--- src/rtl/hex_display_scanner.sv ---
// Purpose: time-multiplexed scanner for a common-anode seven-segment display, double-buffered value.
// Latency: outputs are registered, one cycle behind the scan counters; LOAD->PENDING is 1 cycle.
// Backpressure: none; LOAD is always accepted and the last LOAD before a frame boundary wins.
//
// Ports:
//   CLK, RST_N           clock (rising edge), asynchronous active-low reset
//   VALUE[4*DIGITS-1:0]  new display value, digit 0 in VALUE[3:0] (rightmost)
//   LOAD                 one-cycle strobe capturing VALUE into the shadow register
//   BLANK_LZ             1 = suppress leading zeros
//   IN_1/IN_2/IN_4/IN_8  inverted nibble of the current digit, for an inverted-input decoder
//   DIG_N[DIGITS-1:0]    active-low one-hot digit enable, all ones = display off
//   PENDING              shadow value waiting for the next frame boundary
//   FRAME                one-cycle pulse in the first output cycle of each frame
module hex_display_scanner #(
  parameter int DIGITS    = 4,
  parameter int PRESCALE  = 1000,
  parameter int BLANK_GAP = 2
) (
  input  logic                  CLK,
  input  logic                  RST_N,
  input  logic [4*DIGITS-1:0]   VALUE,
  input  logic                  LOAD,
  input  logic                  BLANK_LZ,
  output logic                  IN_1,
  output logic                  IN_2,
  output logic                  IN_4,
  output logic                  IN_8,
  output logic [DIGITS-1:0]     DIG_N,
  output logic                  PENDING,
  output logic                  FRAME
);

  localparam int PW = $clog2(PRESCALE);
  localparam int DW = $clog2(DIGITS);
  localparam logic [PW-1:0] P_LAST = PW'(PRESCALE - 1);
  localparam logic [DW-1:0] D_LAST = DW'(DIGITS - 1);

  logic [PW-1:0]         r_p;
  logic [DW-1:0]         r_d;
  logic [4*DIGITS-1:0]   r_shadow;
  logic [4*DIGITS-1:0]   r_display;
  logic                  r_pending;
  logic                  r_wrap_d;
  logic                  r_frame;
  logic [DIGITS-1:0]     r_dig_n;
  logic [3:0]            r_in;

  logic                  w_p_last;
  logic                  w_wrap;
  logic                  w_lit;
  logic [DW-1:0]         w_h;
  logic                  w_vis;
  logic [3:0]            w_nib;
  logic [DIGITS-1:0]     w_dig_n;

  assign w_p_last = (r_p == P_LAST);
  assign w_wrap   = w_p_last && (r_d == D_LAST);

  // Anti-ghosting: the first BLANK_GAP cycles of each slot keep every digit off.
  generate
    if (BLANK_GAP == 0) begin : g_no_gap
      assign w_lit = 1'b1;
    end else begin : g_gap
      localparam logic [PW-1:0] GAP = PW'(BLANK_GAP);
      assign w_lit = (r_p >= GAP);
    end
  endgenerate

  // Index of the highest nonzero digit; stays 0 for an all-zero value so digit 0 is always visible.
  always_comb begin
    w_h = '0;
    for (int i = 1; i < DIGITS; i++) begin
      if (r_display[4*i +: 4] != 4'h0) w_h = DW'(i);
    end
  end

  assign w_vis = !BLANK_LZ || (r_d <= w_h);
  assign w_nib = r_display[{r_d, 2'b00} +: 4];

  always_comb begin
    w_dig_n = '1;
    if (w_lit && w_vis) w_dig_n[r_d] = 1'b0;
  end

  always_ff @(posedge CLK or negedge RST_N) begin
    if (!RST_N) begin
      r_p       <= '0;
      r_d       <= '0;
      r_shadow  <= '0;
      r_display <= '0;
      r_pending <= 1'b0;
      r_wrap_d  <= 1'b0;
      r_frame   <= 1'b0;
      r_dig_n   <= '1;
      r_in      <= 4'hF;
    end else begin
      r_p <= w_p_last ? '0 : r_p + 1'b1;
      if (w_p_last) r_d <= (r_d == D_LAST) ? '0 : r_d + 1'b1;

      // Commit uses the shadow as it was before this edge, so a LOAD on the
      // wrap cycle lands in the shadow and waits for the following frame.
      if (w_wrap && r_pending) r_display <= r_shadow;
      if (LOAD) r_shadow <= VALUE;
      r_pending <= LOAD || (r_pending && !w_wrap);

      // The wrap is seen by the counters one edge before the outputs show
      // digit 0, so FRAME is delayed by two stages to line up with them.
      r_wrap_d <= w_wrap;
      r_frame  <= r_wrap_d;

      r_dig_n <= w_dig_n;
      r_in    <= ~w_nib;
    end
  end

  assign DIG_N   = r_dig_n;
  assign IN_1    = r_in[0];
  assign IN_2    = r_in[1];
  assign IN_4    = r_in[2];
  assign IN_8    = r_in[3];
  assign PENDING = r_pending;
  assign FRAME   = r_frame;

endmodule

--- config.mk ---
export PLATFORM = sky130hd
export DESIGN_NAME = hex_display_scanner
export DESIGN_NICKNAME = d
export VERILOG_FILES = /design/src/rtl/hex_display_scanner.sv
export SDC_FILE = /design/constraint.sdc
export NUM_CORES = 1
export LEC_CHECK = 0
export CORE_MARGIN = 2
export CORE_UTILIZATION = 54
export DETAILED_ROUTE_END_ITERATION = 8
export GPL_TIMING_DRIVEN = 0
export PLACE_DENSITY = 0.89
export REMOVE_ABC_BUFFERS = 1
export SLEW_MARGIN = 20
export SYNTH_ARGS = -nofsm -noshare
export SYNTH_HDL_FRONTEND = slang
export SYNTH_SLANG_ARGS = --single-unit
export TNS_END_PERCENT = 1
--- constraint.sdc ---
create_clock -name CLK -period 2.5 [get_ports CLK]
set_input_delay 0.375 -clock CLK [delete_from_list [all_inputs] [get_ports CLK]]
set_output_delay 0.375 -clock CLK [all_outputs]
set_load 0.005 [all_outputs]
==> flow_results.org <==
** Clock tree
- TritonCTS built the clock tree.
- At the later pin of the worst-skew pair, clock insertion delay measures 0.31 ns.
- Gates resized during post-CTS repair numbered 0.
- Sink count of the clock tree :: 55
- Maximum level of the CTS H-tree :: 2
- Clock tree synthesis selected as its root buffer the cell clkbuf_8.
- Hold buffer count at cts :: 0
- The clock passes through at most 2 buffers.
- The number of clock buffers added by TritonCTS is 5.
- Clock-pin slew was measured on the worst setup and hold paths at 0.09 ns.
- In this run the post-CTS setup repair buffer count came out at 0.

** Floorplan
- Starting utilization of the core area :: 0.556
- In this run the core area contains 24 standard-cell rows.
- Vertical die dimension :: ~71 µm
- The floorplan step defined a die boundary enclosing ~5000 µm².
- In this run the standard cell core region covers 4320 µm².
- Io pins :: 30
- Die width :: between 70 and 80 µm

** STA
- Final hold analysis gives a worst-case slack of around 0.094 ns.
- Worst Clk Skew :: 0.00868 ns
- The worst path needs 2.12 ns of the cycle, external delays included.
- Setup slack on the critical path of the routed design comes to approximately 0.38 ns.
- Unrepaired setup endpoints after global routing :: no
- Highest clock frequency the design can meet :: around 470 MHz
- In the finished design, the share of the clock period the worst path needs comes to 0.848.
- Final hold viol count :: 0
- Worst-margin pin slew :: a little under 0.8 ns
- The worst pin sits at a relative slew slack of 0.482.
- Setup violations remaining at the end of the flow were counted as 0.
- Count of pins over their slew limit :: 0

** Logic synthesis
- The share of synthesized area in the top cell type comes to 0.489.
- Combined area of all synthesized cells :: 2400 µm²
- Counting flops with an async set or reset pin after synthesis yields a share of 1.00.
- Post-synthesis sequential element count :: 55
- Number of unique standard cell types used by synthesis :: 29
- Library cell with the highest instance count after synthesis :: dfrtp_1
- After synthesis, the most frequently instantiated cells are dfrtp_1 (47), mux2_2 (22), nand2_1 (14), mux2_4 (10), nor2_1 (9).
- The average instance in the mapped netlist occupies 13.8 µm².
- Number of enable flip-flop cells after synthesis :: 0
- The share of the Yosys chip area taken by registers is 0.577.
- Among all flip-flop cells after synthesis, the most frequent one is dfrtp_1.
- Yosys warns :: 0
- dfrtp_1 takes more of the synthesized area than any other cell.
- In the synthesized netlist, the number of instances is ~170.
- Largest cells by area after synthesis :: dfrtp_1 (49%), mux2_2 (10%), dfstp_2 (8.7%)

** Power
- Total power for the finished layout comes to 0.00148 W.
- For this design the ratio of total power to cell area is approximately 530 nW/µm².
- Worst IR drop on VDD :: ~0.25 mV
- Leakage :: 1.24 nW

** Placed design
- Placer Congestion :: ~0.9
- OpenSTA, run right after detailed placement, puts the worst setup slack at 0.382 ns.
- Port-buffer cells :: 29
- Cell area after placement :: between 2000 and 3000 µm²
- The HPWL after detailed placement is ~2800 µm.

** Finish
- For this run, the post-layout net count is 231.
- From synthesis to final layout, the design area changed by 15.6%.
- Total inserted antenna cells :: 0
- Counting the fill cells in the layout gives 327.
- Final design instance area without fill :: around 2800 µm²
- Share of cells above drive strength 1 :: 0.265
- Measured on the finished design, the core utilization comes to 0.643.

** Min path
- In this run the worst hold path is classified as in -> async.

** Worst setup path
- STA classifies the critical path startpoint as a flop.
- For the worst setup path, the data required time is 2.70 ns.
- Launch point of the worst reg-to-reg path :: r_p[1]
- Tracing the worst setup path back leads to its startpoint at r_p[1].
- STA classifies the critical path endpoint as a flop.
- Type of the worst setup path :: reg -> reg
- WP data arrival :: about 2.3 ns
- Crit-path max FO :: 16

** Global route
- The initial antenna violation count came to 0.
- In the global route stage, overall resource usage came out at 0.174.
- Global routing finished with a remaining overflow of 0.
- Number of global-route vias before repair :: 1,465
- Entering global routing, the biggest net connects 56 pins.
- Global-route wire length before repair :: roughly 6800 µm

** Detailed routing
- Summing over every cut layer, the via total after detailed routing is 1,411.
- The final layout contains routed wiring with a total length of approximately 3900 µm.
- Per-cell routed wire length :: approximately 15 µm
- In the routed design, unresolved DRC markers number 0.
- First drt pass iteration count :: 4
- Via density per instance :: roughly 5.5
- Antenna Nets Post-Route :: 0
- Starting DRC count in detailed routing :: 78

** Run status
- Result of the run :: finished, final reports clean

** Run
- Count of maximum capacitance violations :: 0
==> worst max-delay path, cell delays in order, from the launching register on <==
cell and delay (ns):
dfrtp_1 0.44, ha_1 0.28, and3_1 0.25, and3_4 0.27, and3_4 0.39, mux2_2 0.38
==> power by group <==
part	switching, W	internal [W]	total (W)
logic	0.0000304	0.0000488	0.0000792
registers	0.0000139	0.000915	0.000929
clock network	0.000273	0.000197	0.000470
==> stage by stage <==
stage | TNS [ns] | std cells
6_report | 0 | 256
5_1_grt | 0 | 256
4_1_cts | 0 | 256
3_5_place_dp | 0 | 248
3_3_place_gp | -21.72 | 248
2_1_floorplan | 0 | 167
==> path summary, 6_finish.rpt <==
kind                                 to  cells after the start  slack, ns
min reg2reg                       FRAME                      0       0.37
max                        r_display[1]                      5       0.38
min                         r_shadow[5]                      1       0.09
max reg2reg                r_display[1]                      5       0.38
max in group asynchronous         FRAME                      1       1.96
min in group CLK                  FRAME                      0       0.37
==> placed cells by master, fill, tap and decap left out, drive strengths merged <==
cell type	synthesis	final
or4	2	2
clkdlybuf4s50	0	28
a31oi	3	3
clkbuf	3	7
and3	6	6
nand4	1	1
mux2	32	32
nor4	3	3
and4	1	1
buf	4	1
ha	8	8
xnor2	2	2
dfstp	8	8
o21ai	2	2
a21oi	2	2
mux2i	1	1
nand2	14	14
mux4	4	4
clkinv	0	1
nand3	7	7
inv	8	8
o21bai	1	1
xor2	3	3
a21o	2	2
nor2	9	9
nor3	1	1
dfrtp	47	47
==> metal layers <==
layer	part of all wire	GRT usage	wire length, µm	vias up
li1	-	-	-	663
met1	0.45	0.222	1780	694
met2	0.48	0.285	1890	44
met3	0.045	0.0299	176	10
met4	0.025	0.0964	100	0
met5	0	0	0	-
==> kinds of logic (layout without fill, tap and decap cells) <==
family / Yosys count / after routing / synth area share
DFF: 55 / 55 / 0.577
xor gates and xnor gates: 5 / 5 / 0.0182
AOI/OAI and AO/OA: 10 / 10 / 0.0255
buffers and inverters: 15 / 45 / 0.0370
adders and majority gates: 8 / 8 / 0.0416
muxes: 37 / 37 / 0.207
and+or+nand+nor: 44 / 44 / 0.0937
==> flip-flops by register name (all words and copies together) (netlist names) <==
| signal | cells |
|---|---|
| r_p | 10 |
| r_d | 2 |
| r_shadow | 16 |
| r_wrap_d | 1 |
| FRAME | 1 |
| r_in | 4 |
| PENDING | 1 |
| DIG_N | 4 |
| r_display | 16 |
==> final cells by class <==
class	count	area, µm²	area share
flip-flops and latches	55	1390	0.499
multi-input cells	104	928	0.334
repair buffers	29	288	0.104
clock buffers	7	76.3	0.0275
well taps	52	65.1	0.0234
inverters	8	30.0	0.0108
clock inverters	1	5.00	0.00180
Power figures use the tool's default switching activity.
